### src/rtl/usram_arb.sv
// usram_arb: two-requester arbiter for the single-port usram.
// The engine has fixed priority. The host is protected by an aging counter
// that forces a host grant after HOST_MAX_WAIT consecutive denied cycles.
// The SRAM command is registered, and the read data is registered.
// A small tag pipeline routes each read response back to the requester that issued it.
module usram_arb #(
  parameter int AW            = 14,
  parameter int DW            = 64,
  parameter int HOST_MAX_WAIT = 8
) (
  input  logic          clk,
  input  logic          rst_n,
  input  logic          host_req_valid,
  output logic          host_req_ready,
  input  logic          host_req_write,
  input  logic [AW-1:0] host_req_addr,
  input  logic [DW-1:0] host_req_wdata,
  output logic          host_rsp_valid,
  output logic [DW-1:0] host_rsp_rdata,
  input  logic          eng_req_valid,
  output logic          eng_req_ready,
  input  logic          eng_req_write,
  input  logic [AW-1:0] eng_req_addr,
  input  logic [DW-1:0] eng_req_wdata,
  output logic          eng_rsp_valid,
  output logic [DW-1:0] eng_rsp_rdata,
  output logic          sram_ce,
  output logic          sram_we,
  output logic [AW-1:0] sram_addr,
  output logic [DW-1:0] sram_wdata,
  input  logic [DW-1:0] sram_rdata,
  output logic          host_starved
);

  localparam logic [7:0] MAX_WAIT = 8'(HOST_MAX_WAIT);

  logic [7:0] r_host_wait;
  logic       w_force_host;
  logic       w_gnt_host;
  logic       w_gnt_eng;
  logic       w_accept;
  logic       w_winner_write;

  // Read tag pipeline: stage 1 aligns with the SRAM command, and stage 2 aligns with sram_rdata.
  logic       r_s1_rd;
  logic       r_s1_eng;
  logic       r_s2_rd;
  logic       r_s2_eng;

  // Per-cycle grant decision. Ready depends on the valid inputs, and at most one grant is active.
  always_comb begin
    w_force_host   = host_req_valid && (r_host_wait == MAX_WAIT);
    w_gnt_host     = w_force_host || (host_req_valid && !eng_req_valid);
    w_gnt_eng      = eng_req_valid && !w_force_host;
    w_accept       = w_gnt_host || w_gnt_eng;
    w_winner_write = w_gnt_eng ? eng_req_write : host_req_write;
  end

  assign host_req_ready = w_gnt_host;
  assign eng_req_ready  = w_gnt_eng;
  assign host_starved   = (r_host_wait == MAX_WAIT);

  // Aging counter: counts consecutive denied host cycles and saturates at the force threshold.
  always_ff @(posedge clk) begin
    if (!rst_n) begin
      r_host_wait <= 8'd0;
    end else if (!host_req_valid || w_gnt_host) begin
      r_host_wait <= 8'd0;
    end else if (r_host_wait != MAX_WAIT) begin
      r_host_wait <= r_host_wait + 8'd1;
    end
  end

  // Register the winning request onto the SRAM command bus. Address and data hold when idle.
  always_ff @(posedge clk) begin
    if (!rst_n) begin
      sram_ce    <= 1'b0;
      sram_we    <= 1'b0;
      sram_addr  <= '0;
      sram_wdata <= '0;
    end else begin
      sram_ce <= w_accept;
      if (w_gnt_eng) begin
        sram_we    <= eng_req_write;
        sram_addr  <= eng_req_addr;
        sram_wdata <= eng_req_wdata;
      end else if (w_gnt_host) begin
        sram_we    <= host_req_write;
        sram_addr  <= host_req_addr;
        sram_wdata <= host_req_wdata;
      end else begin
        sram_we <= 1'b0;
      end
    end
  end

  // Carry the read tag alongside the command so that returning data can be routed to its owner.
  always_ff @(posedge clk) begin
    if (!rst_n) begin
      r_s1_rd  <= 1'b0;
      r_s1_eng <= 1'b0;
      r_s2_rd  <= 1'b0;
      r_s2_eng <= 1'b0;
    end else begin
      r_s1_rd  <= w_accept && !w_winner_write;
      r_s1_eng <= w_gnt_eng;
      r_s2_rd  <= r_s1_rd;
      r_s2_eng <= r_s1_eng;
    end
  end

  // Capture the SRAM read data into the owner's response register. The other port holds its data.
  always_ff @(posedge clk) begin
    if (!rst_n) begin
      host_rsp_valid <= 1'b0;
      host_rsp_rdata <= '0;
      eng_rsp_valid  <= 1'b0;
      eng_rsp_rdata  <= '0;
    end else begin
      host_rsp_valid <= r_s2_rd && !r_s2_eng;
      eng_rsp_valid  <= r_s2_rd && r_s2_eng;
      if (r_s2_rd && !r_s2_eng) begin
        host_rsp_rdata <= sram_rdata;
      end
      if (r_s2_rd && r_s2_eng) begin
        eng_rsp_rdata <= sram_rdata;
      end
    end
  end

endmodule

### config.mk
export PLATFORM = sky130hd
export DESIGN_NAME = usram_arb
export DESIGN_NICKNAME = d
export VERILOG_FILES = /design/src/rtl/usram_arb.sv
export SDC_FILE = /design/constraint.sdc
export NUM_CORES = 1
export LEC_CHECK = 0
export ABC_AREA = 1
export CAP_MARGIN = 20
export CORE_AREA = 2 2 169 171
export DETAILED_ROUTE_END_ITERATION = 6
export DIE_AREA = 0 0 171 173
export GPL_TIMING_DRIVEN = 0
export HOLD_SLACK_MARGIN = 0.15
export MAX_ROUTING_LAYER = met4
export PLACE_DENSITY = 0.78
export REMOVE_ABC_BUFFERS = 1
export SYNTH_ARGS = -nofsm -noshare
export SYNTH_HDL_FRONTEND = slang
export SYNTH_SLANG_ARGS = --single-unit
### constraint.sdc
create_clock -name clk -period 2.41 [get_ports clk]
set_clock_uncertainty 0.2 [all_clocks]
set_input_delay 0.3615 -clock clk [delete_from_list [all_inputs] [get_ports clk]]
set_output_delay 0.3615 -clock clk [all_outputs]
set_load 0.03 [all_outputs]
======== Word level (Yosys, flattened, before mapping) ========
Index checks and enable logic that the tools add are counted.
word-level totals
  word-level logic and storage cells ...... 40
  bits in writable memories ............... 0
  memory bits (read-only) ................. 0
  input port bits ......................... 226
  flip-flop bits (word level) ............. 222
  latch bits .............................. 0
  memories ................................ 0
  output and inout bits ................... 213
operators by class
  div/mod/pow operators ................... 0
  $lt $le $gt $ge ......................... 0
  add/sub/neg operators ................... 1
  shifts and indexed selects .............. 0
  reduce and logical (&&, ||, !) cells .... 16
  multiply operators ...................... 0
  mux-type cells .......................... 7
  equal/unequal tests ..................... 2
  bitwise gates (word level) .............. 1
operators by type and width
  operator               number
  $mux W64               2
  $mux W14               2
  $add A8 B1 Y8 const B  1
  $eq A8 B4 Y1 const B   1
  $ne A8 B4 Y1 const B   1
  $logic_and A1 B1 Y1    6
  $logic_not A1 Y1       5
  $logic_or A1 B1 Y1     3
  $mux W1                3
  $reduce_bool A2 Y1     1
  $reduce_or A2 Y1       1
  $not A1 Y1             1

======== Longest topological paths before layout ========
  word-level depth ........................ 7
  gate-level depth with buffers ........... 11
  mapped depth without buffers ............ 9

======== Worst setup path before layout ========
Ideal clock, no wire load.
  kind .................................... register -> output
  start ................................... register r_host_wait[0]
  end ..................................... output host_req_ready
  cell stages (with the launch flop) ...... 8
  path buffers ............................ 1
  arrival ................................. 1597 ps
  path slack .............................. 252 ps
  required time ........................... 1849 ps
  cells stage by stage .................... dfxtp_1 > inv_1 > ha_1 > nand3_2 > nor2_4 > nand2_4 > clkbuf_1 > o21ai_0
between the ends
  cells in the longest elaborated chain, start to end .. 3
RTL lines
  what                    line  RTL
  from (decl)             37    logic [7:0] r_host_wait;
  from (signal assigned)  70    r_host_wait <= r_host_wait + 8'd1;
  $eq A8 B4 Y1            n/a
  named net host_starved  32    output logic host_starved
  $logic_and A1 B1 Y1     52    w_force_host = host_req_valid && (r_host_wait == MAX_WAIT);
  $logic_or A1 B1 Y1      53    w_gnt_host = w_force_host || (host_req_valid && !eng_req_valid);
  to (decl)               14    output logic host_req_ready,
The timed path passes the listed nets, and every way through them passes these cells.

======== Worst setup path in the final report ========
  start ................................... register r_host_wait[1]
  end ..................................... output host_req_ready
between the ends
  cells in the longest elaborated chain, start to end .. 3
RTL lines
  what                 line
  $eq A8 B4 Y1         52
  $logic_and A1 B1 Y1  52
  $logic_or A1 B1 Y1   53
No other way between the ends.

==> metrics.txt <==
Die ar.=29600 um^2; Die W=171 um; Finished Layout Cells=~2100; Netlist Area Pre-Place=roughly 9000 um^2; Power Dens Cells=620 nW/um^2; vias in the first global route=a little over 9000; total number of vias=9714; Gate power share=18.6%; slowest stage delay, CP=0.33 ns; CP cell instances=inv_1 > ha_2 > nand3_2 > nor2_4 > nand2_8 > o21ai_0 > buf_4; syn avg cell area=6.91 um^2; clock-pin transition on the worst setup and hold timing paths=approximately 0.06 ns; Worst setup EP type=output pin; Async SR Flop Fraction=0%; Clock power frac=between 30% and 40%; P&R area growth vs syn=62.5%; gr ovfl total=0; setup_tns=0 ns; fill cell count=2566; arrival time at the worst endpoint=1.78 ns; Buf+Inv Stages, Crit Path=2; CTS tree=done; drt via density=approximately 4.6; slowest CP cell=dfxtp_2; Worst setup SP type=flip-flop; DRC=0; wire per inst=15.4 um; starting density of the core=32.6%; delay-heaviest family, CP=simple AND/OR/NAND/NOR gates; Synth top cells by count=275 x nor2_1, 244 x nand2_1, 222 x dfxtp_1, 168 x inv_1, 161 x nand3_1; sequential fraction of the synthesis area=49.4%; Synth Register Bits=~220; headroom to the max-slew limit=36.7%; clk buf depth=3; post-route ant nets=0; TritonRoute pass-1 iters=4; port buffer count=438; Final WS setup=0.0693 ns; Detailed Route Iter0 Violations=a little under 600; Min-Delay Path Class=in -> reg; number of cell rows=61; Psw=2.45 mW; GPL Wtd Cong=0.868; Final Util=53.0%; Reg power frac=43.5%; die height=approximately 170 um; Period minus WS final=2.34 ns; multi-input logic area=3680 um^2; nets=1935; Setup CP Type=reg -> out; Crit Path Max Fanout=4; Worst VDD drop=between 0.3 and 0.4 mV; Area contributors post-synth=dfxtp_1 49%, nor2_1 11%, nand2_1 10%; maxcap violations=0; Sink Count=between 200 and 250; Placed Cells incl. Taps=2045; # setup viols final=0; Final period util=97.1%; post-synthesis cell count=1303; top-count cell post-synth=nor2_1; Leak=6.58 nW; largest net degree at the start of global routing=92; Switching Share=27.1%; Max Fclk=427 MHz; Reg area=4450 um^2; slew of the pin with the lowest slew margin=0.948 ns; routed wire length=32400 um; Final Max Slew Viols=0; final hold violations=0; dpl ws=-1.57 ns; clock root cell=clkbuf_16; initial antenna violation count=2; CORE AREA=between 20000 and 30000 um^2; ys flop type=dfxtp_1; Final HPWL DP=21600 um; Overall Power=9.07 mW; Tot GR Track Use=around a fifth; status=completed; design area=14600 um^2; final worst hold slack=0.198 ns; largest area contributor in the netlist=dfxtp_1; H-tree depth=1; Pint=about 6.6 mW; first-pass GRT wire length=48700 um; area share of the largest cell type after synthesis=49.4%; number of flops mapped to enable cells by yosys=0; Required @ worst endpoint=1.85 ns; area of placed instances=13700 um^2; RSZ-0062 raised after global routing=yes; IO Count=439; CTS buffer count=23; share of cells above drive strength 1=4.76%; Yosys cell types=22; YS warnings=0; clock network latency to the later pin of the worst-skew pair=around 0.5 ns
-- cell families (layout without fill, tap and decap cells) --
kind of cell / count (synthesis) / count (layout) / share of synthesized area, %
buf+inv: 254 / 664 / 11.1
other cells: 0 / 2 / 0
xor+xnor: 7 / 7 / 0.681
simple gates: 686 / 694 / 31.3
fa+ha+maj: 2 / 2 / 0.278
compound gates: 132 / 132 / 7.34
flops: 222 / 222 / 49.4
-- registers in the layout, indices dropped and copies added, names as in the netlist --
signal          count
r_s1_eng            1
r_host_wait         8
sram_ce             1
host_rsp_valid      1
sram_we             1
r_s1_rd             1
sram_wdata         64
r_s2_rd             1
host_rsp_rdata     64
sram_addr          14
eng_rsp_valid       1
eng_rsp_rdata      64
r_s2_eng            1
-- timing repair --
action | in CTS | in global routing
gates resized for setup | 23 | 8
pin swaps | 4 | 3
setup endpoints to repair | 91 | 37
endpoints found under the hold margin | 40 | 0
hold buffers | 1 | 0
gates cloned | 7 | 1
setup buffers | 4 | 1
-- final timing paths --
kind	startpoint	endpoint	slack, ns	cells after the start
setup / recovery	r_host_wait[1]	host_req_ready	0.07	7
hold / removal	rst_n	eng_rsp_rdata[18]	0.20	4
hold reg to reg	r_s1_eng	r_s2_eng	0.21	2
setup reg to reg	r_host_wait[1]	sram_wdata[6]	0.17	10
-- metal layers --
metal | GRT usage (%) | wire (um) | part of all wire (%) | vias to the layer above
met5 | - | 0 | 0 | -
met4 | 7.13 | 1020 | 3.1 | 0
met3 | 4.53 | 2950 | 9.1 | 66
met2 | 37.6 | 16200 | 50 | 449
met1 | 23.9 | 12300 | 38 | 4387
li1 | - | - | - | 4812
-- power by group through the flow --
stage	combinational (mW)	clock, mW	sequential [mW]
finish	1.68	3.44	3.95
floorplan	0.360	0	4.37
detailed placement	1.66	0	4.02
global placement	1.64	0	4.01
CTS	1.68	3.53	3.94
global route	1.80	3.68	3.96
-- cell usage in the layout (no fill, tap or decap), drive strengths merged --
cell	count
clkinv	7
nor2	279
inv	171
nand2	252
bufinv	1
diode	2
o21ai	131
clkinvlp	2
a21oi	1
ha	2
xnor2	3
clkbuf	30
xor2	4
nand3	162
dlygate4sd3	1
nor3	1
dfxtp	222
buf	20
clkdlybuf4s50	432
-- tightest hold or removal path: stages --
cell and delay (ns):
buf_4 0.14, buf_16 0.20, o21ai_0 0.11, nor2_1 0.04
-- cell type report --
| cell class | instances | share of cell area [%] |
|---|---|---|
| Antenna cell | 2 | 0.0342 |
| Clock buffer | 29 | 4.36 |
| Clock inverter | 10 | 0.573 |
| Inverter | 171 | 4.39 |
| Multi-Input combinational cell | 835 | 25.2 |
| Sequential cell | 222 | 30.4 |
| Tap cell | 378 | 3.23 |
| Timing Repair Buffer | 454 | 31.9 |
Power figures use the tool's default switching activity.
